<file path="src/rtl/stack_pkg.sv">
// stack_pkg: shared definitions for the stack-operation sequencer.
//   stk_op_e  : stk_op encodings (values 6 and 7 are illegal)
//   state_e   : one-hot FSM state encodings
//   STACK_CHECK_WIDTHS(dw, aw) : elaboration-time check that aw == 2*dw
`ifndef STACK_PKG_SV
`define STACK_PKG_SV
`define STACK_CHECK_WIDTHS(dw, aw) \
  if ((aw) != 2*(dw)) begin : g_bad_width \
    $error("stack_seq: AW must equal 2*DW"); \
  end
`endif

package stack_pkg;

  typedef enum logic [2:0] {
    OP_PHA = 3'd0,
    OP_PHP = 3'd1,
    OP_PLA = 3'd2,
    OP_PLP = 3'd3,
    OP_JSR = 3'd4,
    OP_RTS = 3'd5
  } stk_op_e;

  typedef enum logic [6:0] {
    S_IDLE    = 7'b0000001,
    S_PUSH_HI = 7'b0000010,
    S_PUSH_LO = 7'b0000100,
    S_INC     = 7'b0001000,
    S_READ_LO = 7'b0010000,
    S_READ_HI = 7'b0100000,
    S_FIN     = 7'b1000000
  } state_e;

endpackage

</file>
<file path="src/rtl/stack_ptr.sv">
// stack_ptr: stack pointer register.
//   clk, rst : clock, synchronous active-high reset (sp <= SP_RESET)
//   load/din : overwrite sp (highest priority after reset)
//   dec, inc : sp - 1 / sp + 1, wrapping mod 2^DW
//   sp       : current pointer
module stack_ptr #(
  parameter int            DW       = 8,
  parameter logic [DW-1:0] SP_RESET = 8'hFF
) (
  input  logic          clk,
  input  logic          rst,
  input  logic          load,
  input  logic [DW-1:0] din,
  input  logic          inc,
  input  logic          dec,
  output logic [DW-1:0] sp
);

  always_ff @(posedge clk) begin
    if (rst)       sp <= SP_RESET;
    else if (load) sp <= din;
    else if (dec)  sp <= sp - DW'(1);
    else if (inc)  sp <= sp + DW'(1);
  end

endmodule

</file>
<file path="src/rtl/stack_seq.sv">
// stack_seq: sequencer for PHA, PHP, PLA, PLP, JSR, RTS.
//   CLK, R          : clock, synchronous active-high reset
//   start/stk_op    : request (sampled in IDLE only) and op code
//   reg_a, reg_p    : values pushed by PHA / PHP
//   pc_in, target   : JSR return address and destination
//   sp_load/sp_din  : TXS, honoured in IDLE only
//   mem_*           : shared memory port, {PAGE, sp} while busy
//   busy, done, err : handshake back to the core
//   *_load/*_val    : register-load strobes valid in FIN only
//   sp              : current stack pointer
module stack_seq
  import stack_pkg::*;
#(
  parameter int            DW       = 8,
  parameter int            AW       = 16,
  parameter int            P_W      = 4,
  parameter logic [DW-1:0] PAGE     = 8'h01,
  parameter logic [DW-1:0] SP_RESET = 8'hFF
) (
  input  logic           CLK,
  input  logic           R,
  input  logic           start,
  input  logic [2:0]     stk_op,
  input  logic [DW-1:0]  reg_a,
  input  logic [P_W-1:0] reg_p,
  input  logic [AW-1:0]  pc_in,
  input  logic [AW-1:0]  target,
  input  logic           sp_load,
  input  logic [DW-1:0]  sp_din,
  input  logic [DW-1:0]  mem_din,
  output logic [AW-1:0]  mem_addr,
  output logic [DW-1:0]  mem_dout,
  output logic           mem_we,
  output logic           busy,
  output logic           done,
  output logic           err,
  output logic           a_load,
  output logic [DW-1:0]  a_val,
  output logic           p_load,
  output logic [P_W-1:0] p_val,
  output logic           pc_load,
  output logic [AW-1:0]  pc_val,
  output logic [DW-1:0]  sp
);

  `STACK_CHECK_WIDTHS(DW, AW)

  state_e        state;
  logic [2:0]    op_q;
  logic [AW-1:0] push_q;  // JSR: return address; PHA/PHP: value in low byte
  logic [AW-1:0] pc_q;
  logic [DW-1:0] lo_q;
  logic          pushing, sp_ld, sp_inc;

  assign busy    = (state != S_IDLE);
  assign pushing = (state == S_PUSH_HI) || (state == S_PUSH_LO);
  assign sp_ld   = sp_load && (state == S_IDLE);
  // RTS walks up a second byte while latching the low half
  assign sp_inc  = (state == S_INC) || ((state == S_READ_LO) && (op_q == OP_RTS));

  stack_ptr #(.DW(DW), .SP_RESET(SP_RESET)) u_sp (
    .clk (CLK),
    .rst (R),
    .load(sp_ld),
    .din (sp_din),
    .inc (sp_inc),
    .dec (pushing),
    .sp  (sp)
  );

  assign mem_addr = busy ? {PAGE, sp} : '0;
  assign mem_dout = !pushing ? '0 :
                    (state == S_PUSH_HI) ? push_q[AW-1:DW] : push_q[DW-1:0];
  // gated combinationally so a reset landing mid-push suppresses that write
  assign mem_we   = pushing && !R;

  assign a_val  = lo_q;
  assign p_val  = lo_q[P_W-1:0];
  assign pc_val = pc_q;

  always_ff @(posedge CLK) begin
    if (R) begin
      state   <= S_IDLE;
      op_q    <= '0;
      push_q  <= '0;
      pc_q    <= '0;
      lo_q    <= '0;
      done    <= 1'b0;
      err     <= 1'b0;
      a_load  <= 1'b0;
      p_load  <= 1'b0;
      pc_load <= 1'b0;
    end else begin
      done    <= 1'b0;
      err     <= 1'b0;
      a_load  <= 1'b0;
      p_load  <= 1'b0;
      pc_load <= 1'b0;
      unique case (state)
        S_IDLE: if (start) begin
          op_q   <= stk_op;
          pc_q   <= target;
          push_q <= (stk_op == OP_JSR) ? pc_in :
                    AW'((stk_op == OP_PHP) ? DW'(reg_p) : reg_a);
          case (stk_op)
            OP_PHA, OP_PHP:         state <= S_PUSH_LO;
            OP_JSR:                 state <= S_PUSH_HI;
            OP_PLA, OP_PLP, OP_RTS: state <= S_INC;
            default: begin
              state <= S_FIN;
              done  <= 1'b1;
              err   <= 1'b1;
            end
          endcase
        end
        S_PUSH_HI: state <= S_PUSH_LO;
        S_PUSH_LO: begin
          state   <= S_FIN;
          done    <= 1'b1;
          pc_load <= (op_q == OP_JSR);
        end
        S_INC: state <= S_READ_LO;
        S_READ_LO: begin
          lo_q <= mem_din;
          if (op_q == OP_RTS) begin
            state <= S_READ_HI;
          end else begin
            state  <= S_FIN;
            done   <= 1'b1;
            a_load <= (op_q == OP_PLA);
            p_load <= (op_q == OP_PLP);
          end
        end
        S_READ_HI: begin
          pc_q    <= {mem_din, lo_q} + AW'(1);
          state   <= S_FIN;
          done    <= 1'b1;
          pc_load <= 1'b1;
        end
        S_FIN:   state <= S_IDLE;
        default: state <= S_IDLE;
      endcase
    end
  end

endmodule

</file>
<file path="config.mk">
export PLATFORM = sky130hd
export DESIGN_NAME = stack_seq
export DESIGN_NICKNAME = d
export VERILOG_FILES = /design/src/rtl/stack_pkg.sv /design/src/rtl/stack_ptr.sv /design/src/rtl/stack_seq.sv
export SDC_FILE = /design/constraint.sdc
export NUM_CORES = 1
export LEC_CHECK = 0
export CAP_MARGIN = 20
export CORE_ASPECT_RATIO = 0.6
export CORE_MARGIN = 4
export CORE_UTILIZATION = 28
export DETAILED_ROUTE_END_ITERATION = 8
export DONT_BUFFER_PORTS = 1
export PLACE_DENSITY = 0.52
export REMOVE_ABC_BUFFERS = 1
export SLEW_MARGIN = 0
export SYNTH_ARGS = -nofsm -noshare
export SYNTH_HDL_FRONTEND = slang
export SYNTH_SLANG_ARGS = --single-unit
</file>
<file path="constraint.sdc">
create_clock -name CLK -period 5 [get_ports CLK]
set_input_delay 1.5 -clock CLK [delete_from_list [all_inputs] [get_ports CLK]]
set_output_delay 1.5 -clock CLK [all_outputs]
set_load 0.01 [all_outputs]
</file>
==> run_results.csv, run 1 <==
group,metric,value,unit
routing,antenna_left,0,
die,die_x,156,um
synthesis,ys.flop_type,"dfxtp_1",
global_route,antenna_found_initial,1,
run,drv_cap,0,
routing,totalWireLength,11300,um
timing,rsz0062_at_grt,"false",
synthesis,syn_avg_cell_area,8.08,um2
worst_setup_path,cp_cell_sequence,"nor3b_1 > nand2_1 > and2_1",
die,row_count,32,
worst_setup_path,critPathCapture,"mem_addr[2]",
placement,placed_cell_area,3740,um2
timing,final-hold-violation-count,0,
routing,dr.pass1.iters,6,
layout,drive_gt1_share,9.71,%
synthesis,yosysSeqAreaShare,34.2,%
die,core,12900,um2
synthesis,synthCells,456,
global_route,grt_max_degree,59,
timing,relSlewSlack,33.1,%
cts,numClockSinks,63,
worst_setup_path,critPathKind,"register to primary output",
synthesis,ys_ff_latch,63,
worst_setup_path,endpoint_kind,"primary output",
worst_setup_path,cp_slowest_stage_delay,510,ps
global_route,grt.overflow.total,0,
die,chipHeight,96.8,um
routing,viasPerCell,5.31,
worst_setup_path,arrival,2140,ps
worst_setup_path,start_kind,"register",
synthesis,yosysMostFrequentCell,"dfxtp_1",
layout,area_growth,10.7,%
routing,drc,0,
worst_setup_path,timing.rr.start,"state[0]",
cts,cts_root_buf,"clkbuf_16",
die,die_area,15100,um2
global_route,grt.total_usage,15.1,%
cts,cts.reportedPaths.clkPinSlew,50,ps
worst_setup_path,reg2reg_depth,9,
power_and_ir_drop,irDropWorstVdd,0.137,mV
cts,postCtsHoldBufs,0,
timing,fmax,275,MHz
cts,worst_skew_pair.late_latency,330,ps
routing,route.vias.total,3261,
placement,gp_congestion,0.858,
power_and_ir_drop,p_leak,1.52,nW
power_and_ir_drop,p_per_area,366,nW/um2
die,ioPinCount,134,
cts,clk_path_buf_depth,2,
synthesis,synth_top_area_share,34.2,%
worst_setup_path,slowest_stage,"nor3b_1",
timing,setup_viol,0,
worst_setup_path,r2r_slack,1860,ps
global_route,grt_pass1_vias,3231,
run_status,status,"completed",
synthesis,synth-async-reset-ratio,0,%
cts,cts_setup_buffers,0,
die,start_util,28.7,%
cts,cts.repair.resized,0,
timing,setup_tns,0,ps
layout,num-nets-final,514,
routing,drt_iter0_drc,298,
timing,fin_crit,3640,ps
worst_setup_path,r2r_end,"u_sp.sp[7]",
synthesis,yosysWarnings,0,
worst_setup_path,cp.required,3500,ps
timing,finClkSkew,6.66,ps
layout,design_area,4080,um2
timing,slew_viol_final,0,
synthesis,yosys.cell_types.count,51,
cts,cts_buffers,9,
synthesis,yosysTopAreaCell,"dfxtp_1",
worst_setup_path,cp_max_fo,12,
timing,fin_crit_sh,72.7,%
hold_path,hold_class,"register to register",
routing,routedWlPerCell,18.4,um
cts,h-tree-depth,3,
placement,hpwl,8230,um
timing,tightest_slew,1000,ps
cts,cts_tree,"built",
synthesis,synth-edff-count,0,
synthesis,synth_area_leaders,"dfxtp_1 (34%), nand2_1 (6.2%), nor2_1 (4.6%), a21oi_1 (4.1%), a311oi_2 (4.1%)",
synthesis,synth_commonest_cells,"dfxtp_1 (63), nand2_1 (61), nor2_1 (45)",
placement,port_buffers,0,
synthesis,synth.cell_area,3680,um2
global_route,grt_pass1_wl,18100,um
worst_setup_path,startpoint,"state[0]",
registers in the layout, indices dropped and copies added, names as in the netlist:
register  flops
pc_val       16
push_q       16
a_val         8
u_sp.sp       8
state         7
op_q          3
a_load        1
done          1
err           1
p_load        1
pc_load       1
metrics by stage:
step	setup slack [ps]	power (W)	util, %	hold slack, ps	instances
final	1360	0.00149	31.7	448	614
after global routing	1150	0.00158	31.7	463	614
after CTS	1360	0.00151	31.5	450	612
after detailed placement	1720	0.000842	29.1	443	596
after global placement	1790	0.000838	29.1	440	596
after floorplan	1830	0.000774	-	426	420
report_power, final:
group | internal (W) | switching (W)
clock network | 0.000425 | 0.000228
registers | 0.000536 | 0.0000426
logic | 0.000109 | 0.000151
total | 0.00107 | 0.000421
layout by cell type, fill, tap and decap left out, types with 9 or more instances in the layout:
cell / n
xnor2_1: 12
and3_1: 9
a311oi_2: 10
o21ai_0: 17
nor2_1: 45
nand3_1: 25
nand2_1: 61
nor3_1: 9
mux2i_1: 13
dfxtp_1: 63
a21oi_1: 30
clkbuf_16: 9
and2_1: 9
critical path, delay by kind of cell, from the launching register on:
family | cells | cell delay, ps
flip-flops | 1 | 430
AND/OR/NAND/NOR | 3 | 1380
metal layers:
metal  vias up  track usage, %  share of wire (%)
met3         9            7.15                 11
met5         -               0                  0
met4         0            4.30               0.98
met1      1531            21.1                 47
met2       139            20.6                 41
li1       1582               -                  -
how the worst min path moves through the flow:
stage | from | endpoint | slack, ps | cells after the start
CTS | push_q[12] | push_q[12] | 450 | 2
detailed placement | push_q[15] | push_q[15] | 440 | 2
global route | push_q[14] | push_q[14] | 460 | 2
floorplan | push_q[10] | push_q[10] | 430 | 2
global placement | push_q[12] | push_q[12] | 440 | 2
finish | push_q[15] | push_q[15] | 450 | 2
cells by family (layout without fill, tap and decap cells):
| family | Yosys count | count (layout) | synth area share (%) |
|---|---|---|---|
| AOI/OAI and AO/OA | 99 | 99 | 19.5 |
| and+or+nand+nor | 199 | 199 | 26.7 |
| muxes | 16 | 16 | 4.45 |
| buffers and inverters | 49 | 30 | 7.03 |
| other | 1 | 8 | 0.102 |
| adders and majority gates | 9 | 9 | 3.26 |
| xor gates and xnor gates | 20 | 20 | 4.76 |
| DFF | 63 | 63 | 34.2 |
layout make-up:
cell class	count	area [um2]
fill	1336	8770
multi-input combinational	350	2190
sequential	63	1260
clock buffer	13	270
tap	170	213
timing repair buffer	7	72.6
clock inverter	3	40.0
inverter	7	26.3
antenna	1	2.50
Note: power is estimated with default switching activity, not from simulation.
==> run 2, diff against run 1 <==
- PLACE_DENSITY: 0.52 -> 0.54
- clock period: 5 -> 3.1 ns (I/O delays scaled with it)
==> run_results.csv, run 2 (synthesis results as in run 1) <==
group,metric,value,unit
global_route,grt_max_degree,59,
global_route,grt_pass1_vias,3132,
worst_setup_path,cp.required,3320,ps
cts,cts_tree,"built",
die,chipHeight,96.8,um
routing,antenna_left,0,
routing,drt_iter0_drc,173,
worst_setup_path,startpoint,"state[0]",
routing,dr.pass1.iters,5,
timing,finClkSkew,7.08,ps
hold_path,hold_class,"register to register",
global_route,grt.total_usage,14.8,%
power_and_ir_drop,p_leak,1.52,nW
timing,rsz0062_at_grt,"false",
cts,clk_path_buf_depth,2,
placement,dp_slack,72.9,ps
routing,viasPerCell,5.36,
timing,final-hold-violation-count,0,
hold_path,hold_start,"push_q[9]",
layout,drive_gt1_share,10.6,%
worst_setup_path,r2r_end,"u_sp.sp[7]",
power_and_ir_drop,irDropWorstVdd,0.228,mV
timing,tightest_slew,924,ps
worst_setup_path,endpoint_kind,"register",
timing,fin_crit,2900,ps
routing,drc,0,
die,start_util,28.7,%
cts,cts_root_buf,"clkbuf_16",
cts,cts_setup_buffers,0,
cts,worst_skew_pair.late_latency,330,ps
run,drv_cap,0,
worst_setup_path,cp_max_fo,8,
timing,relSlewSlack,38.4,%
hold_path,whs_path_depth,2,
worst_setup_path,start_kind,"register",
worst_setup_path,arrival,3120,ps
layout,final_cells,615,
worst_setup_path,r2r_slack,200,ps
timing,finalWorstSetupSlack,199,ps
run_status,status,"completed",
placement,port_buffers,0,
cts,cts_buffers,9,
cts,h-tree-depth,3,
layout,final_util,31.9,%
routing,route.vias.total,3296,
layout,final_cell_mix,"dfxtp_1 (63), nand2_1 (60), nor2_1 (45)",
die,die_area,15100,um2
layout,num-nets-final,516,
layout,layout_commonest_cell,"dfxtp_1",
die,core,12900,um2
die,die_x,156,um
routing,routedWlPerCell,18.7,um
layout,fillers,1358,
die,ioPinCount,134,
timing,setup_viol,0,
global_route,grt_pass1_wl,17700,um
layout,area_growth,11.1,%
placement,gp_congestion,0.897,
timing,slew_viol_final,0,
worst_setup_path,timing.rr.start,"state[0]",
worst_setup_path,critPathKind,"register to register",
timing,fmax,345,MHz
global_route,antenna_found_initial,0,
cts,cts.reportedPaths.clkPinSlew,50,ps
timing,fin_crit_sh,93.6,%
routing,totalWireLength,11500,um
die,row_count,32,
placement,dp_cells,599,
global_route,grt.overflow.total,0,
timing,fin_hold_ws,444,ps
timing,setup_tns,0,ps
power_and_ir_drop,p_per_area,602,nW/um2
cts,numClockSinks,63,
placement,hpwl,8500,um
worst_setup_path,reg2reg_depth,9,
hold_path,worstHoldEndpoint,"push_q[9]",
layout,antennaDiodeCount,0,
==> run 2: where the power goes <==
part / internal (W) / leakage (nW) / total [W] / switching [W]
Clock: 0.000747 / 0.160 / 0.00112 / 0.000368
Combinational: 0.000168 / 0.845 / 0.000413 / 0.000245
Sequential: 0.000865 / 0.514 / 0.000935 / 0.0000697
Total: 0.00178 / 1.52 / 0.00246 / 0.000683
==> run 2: worst max-delay path: stages (launching register included) <==
cell and delay [ps]:
dfxtp_1 370, nor4_2 370, nand3_1 220, inv_2 190, ha_1 320, a21o_1 180
a21oi_1 190, a31oi_1 130, or4b_2 670, o211a_1 140
==> run 2: per-stage QoR <==
stage | cell area, um2 | total power (W)
after CTS | 4090 | 0.00249
after global placement | 3760 | 0.00135
final | 4090 | 0.00246
after global routing | 4090 | 0.00259
after floorplan | 3470 | 0.00125
after detailed placement | 3760 | 0.00136
==> run 2: timing repair <==
| item | 4_1_cts | 5_1_grt |
|---|---|---|
| gates resized for setup | 0 | 3 |
| hold buffers | 0 | 0 |
| setup endpoints to repair | 0 | 9 |
==> run 2: worst max-delay path by stage <==
stage / endpoint / slack, ps / depth (start not counted)
3_3_place_gp: u_sp.sp[7] / 140 / 9
3_5_place_dp: u_sp.sp[7] / 70 / 9
5_1_grt: mem_addr[1] / 20 / 3
4_1_cts: u_sp.sp[7] / 40 / 9
6_report: u_sp.sp[7] / 200 / 9
2_1_floorplan: u_sp.sp[7] / 390 / 9
==> run 2: layout make-up <==
class                      instances  area (um2)  area share (%)
multi-input combinational        350        2200            53.8
sequential                        63        1260            30.8
clock buffer                      13         260            6.36
tap                              170         213            5.20
timing repair buffer               9        67.6            1.65
clock inverter                     3        65.1            1.59
inverter                           7        26.3           0.642
==> run 2: layer usage <==
| layer | wire, um | track usage, % |
|---|---|---|
| met5 | 0 | 0 |
| met4 | 106 | 3.09 |
| met3 | 1290 | 7.29 |
| met2 | 4820 | 20.7 |
| met1 | 5320 | 20.5 |
==> run 3, diff against run 2 <==
- CORE_UTILIZATION: 28 -> 40
- PLACE_DENSITY: 0.54 -> 0.67
==> run_results.csv, run 3 (synthesis results as in run 1) <==
group,metric,value,unit
timing,fmax,351,MHz
die,chipHeight,82.3,um
power_and_ir_drop,irDropWorstVdd,0.260,mV
timing,finClkSkew,7.98,ps
cts,cts.repair.resized,0,
cts,worst_skew_pair.late_latency,330,ps
cts,numClockSinks,63,
layout,final_util,45.8,%
run,drv_cap,0,
worst_setup_path,timing.rr.start,"state[0]",
cts,cts_root_buf,"clkbuf_16",
timing,relSlewSlack,51.0,%
die,core,8750,um2
cts,cts.reportedPaths.clkPinSlew,60,ps
layout,design_area,4000,um2
layout,final_cells,556,
power_and_ir_drop,p_leak,1.51,nW
timing,final-hold-violation-count,0,
worst_setup_path,start_kind,"register",
timing,fin_crit_sh,92.0,%
routing,drc,0,
placement,placed_cell_area,3700,um2
worst_setup_path,cp_max_fo,8,
timing,setup_viol,0,
layout,final_cell_mix,"dfxtp_1 (63), nand2_1 (61), nor2_1 (45)",
run_status,status,"completed",
global_route,grt.total_usage,18.4,%
cts,cts_buffers,9,
timing,tightest_slew,734,ps
timing,slew_viol_final,0,
cts,cts_tree,"built",
layout,num-nets-final,516,
layout,layout_commonest_cell,"dfxtp_1",
die,die_area,10900,um2
timing,fin_crit,2850,ps
timing,setup_tns,0,ps
worst_setup_path,critPathKind,"register to register",
placement,gp_congestion,0.810,
routing,drt_iter0_drc,254,
routing,viasPerCell,5.86,
worst_setup_path,slowest_stage,"or4b_2",
timing,fin_hold_ws,446,ps
global_route,grt_pass1_vias,3061,
worst_setup_path,r2r_end,"u_sp.sp[7]",
placement,hpwl,7410,um
worst_setup_path,path_delay_family,"simple AND/OR/NAND/NOR gates",
global_route,grt_pass1_wl,15800,um
hold_path,whs_path_depth,2,
global_route,grt.overflow.total,0,
layout,antennaDiodeCount,0,
worst_setup_path,endpoint_kind,"register",
cts,postCtsHoldBufs,0,
worst_setup_path,crit_cells,9,
cts,h-tree-depth,3,
power_and_ir_drop,p_per_area,589,nW/um2
routing,totalWireLength,10100,um
die,ioPinCount,134,
worst_setup_path,r2r_slack,250,ps
placement,port_buffers,0,
cts,clk_path_buf_depth,2,
worst_setup_path,cp.required,3320,ps
layout,drive_gt1_share,10.6,%
placement,dp_cells,541,
die,row_count,26,
routing,antenna_left,0,
worst_setup_path,reg2reg_depth,9,
worst_setup_path,cp_slowest_stage_delay,670,ps
die,start_util,42.1,%
global_route,antenna_found_initial,0,
worst_setup_path,cp_num_buf_inv,1,
routing,dr.pass1.iters,5,
routing,route.vias.total,3260,
layout,area_growth,8.70,%
worst_setup_path,startpoint,"state[0]",
worst_setup_path,cp_cell_sequence,"nor4_2 > nand3_1 > inv_2 > ha_1 > a21o_1 > a21oi_1 > a31oi_1 > or4b_2 > o211a_1",
worst_setup_path,arrival,3080,ps
routing,routedWlPerCell,18.2,um
worst_setup_path,critPathCapture,"u_sp.sp[7]",
hold_path,hold_class,"register to register",
global_route,grt_max_degree,59,
cts,cts_setup_buffers,0,
die,die_x,132,um
timing,rsz0062_at_grt,"false",
## run 3: cell types whose count changed in the layout (fill, tap and decap cells not counted)
cell and delta:
clkinv_2 +2, buf_12 +1, clkbuf_1 -2, nand2_2 -1, bufinv_16 -1, buf_4 -1
nand2_1 +1
## run 3: report_power, final
group	internal, W	switching (W)	total (W)
sequential	0.000865	0.0000681	0.000933
combinational	0.000176	0.000236	0.000411
clock	0.000657	0.000356	0.00101
total	0.00170	0.000660	0.00236
## run 3: area by class of cell
| cell class | instances | area (um2) |
|---|---|---|
| Fill cell | 851 | 4750 |
| Multi-Input combinational cell | 350 | 2200 |
| Sequential cell | 63 | 1260 |
| Clock buffer | 11 | 253 |
| Tap cell | 112 | 140 |
| Timing Repair Buffer | 9 | 80.1 |
| Clock inverter | 4 | 45.0 |
| Inverter | 7 | 26.3 |
## run 3: worst min-delay path by stage
stage,startpoint,to
2_1_floorplan,push_q[10],push_q[10]
3_3_place_gp,push_q[15],push_q[15]
3_5_place_dp,push_q[13],push_q[13]
4_1_cts,push_q[13],push_q[13]
5_1_grt,push_q[15],push_q[15]
6_report,push_q[10],push_q[10]
## run 3: worst reg2reg max path, stage by stage (launching register included)
cell     delay, ps
dfxtp_1        370
nor4_2         370
nand3_1        220
inv_2          200
ha_1           310
a21o_1         170
a21oi_1        170
a31oi_1        110
or4b_2         670
o211a_1        140
## run 3: metrics by stage
stage	setup WS (ps)	power, W
final	248	0.00236
after global routing	0.907	0.00247
after CTS	65.2	0.00237
after detailed placement	88.3	0.00136
after global placement	216	0.00135
after floorplan	387	0.00125
## run 3: per-layer routing
metal / GRT usage, % / share of wire, %
met1: 25.1 / 49
met2: 27.5 / 42
met3: 6.60 / 7.7
met4: 5.24 / 0.49
met5: 0 / 0
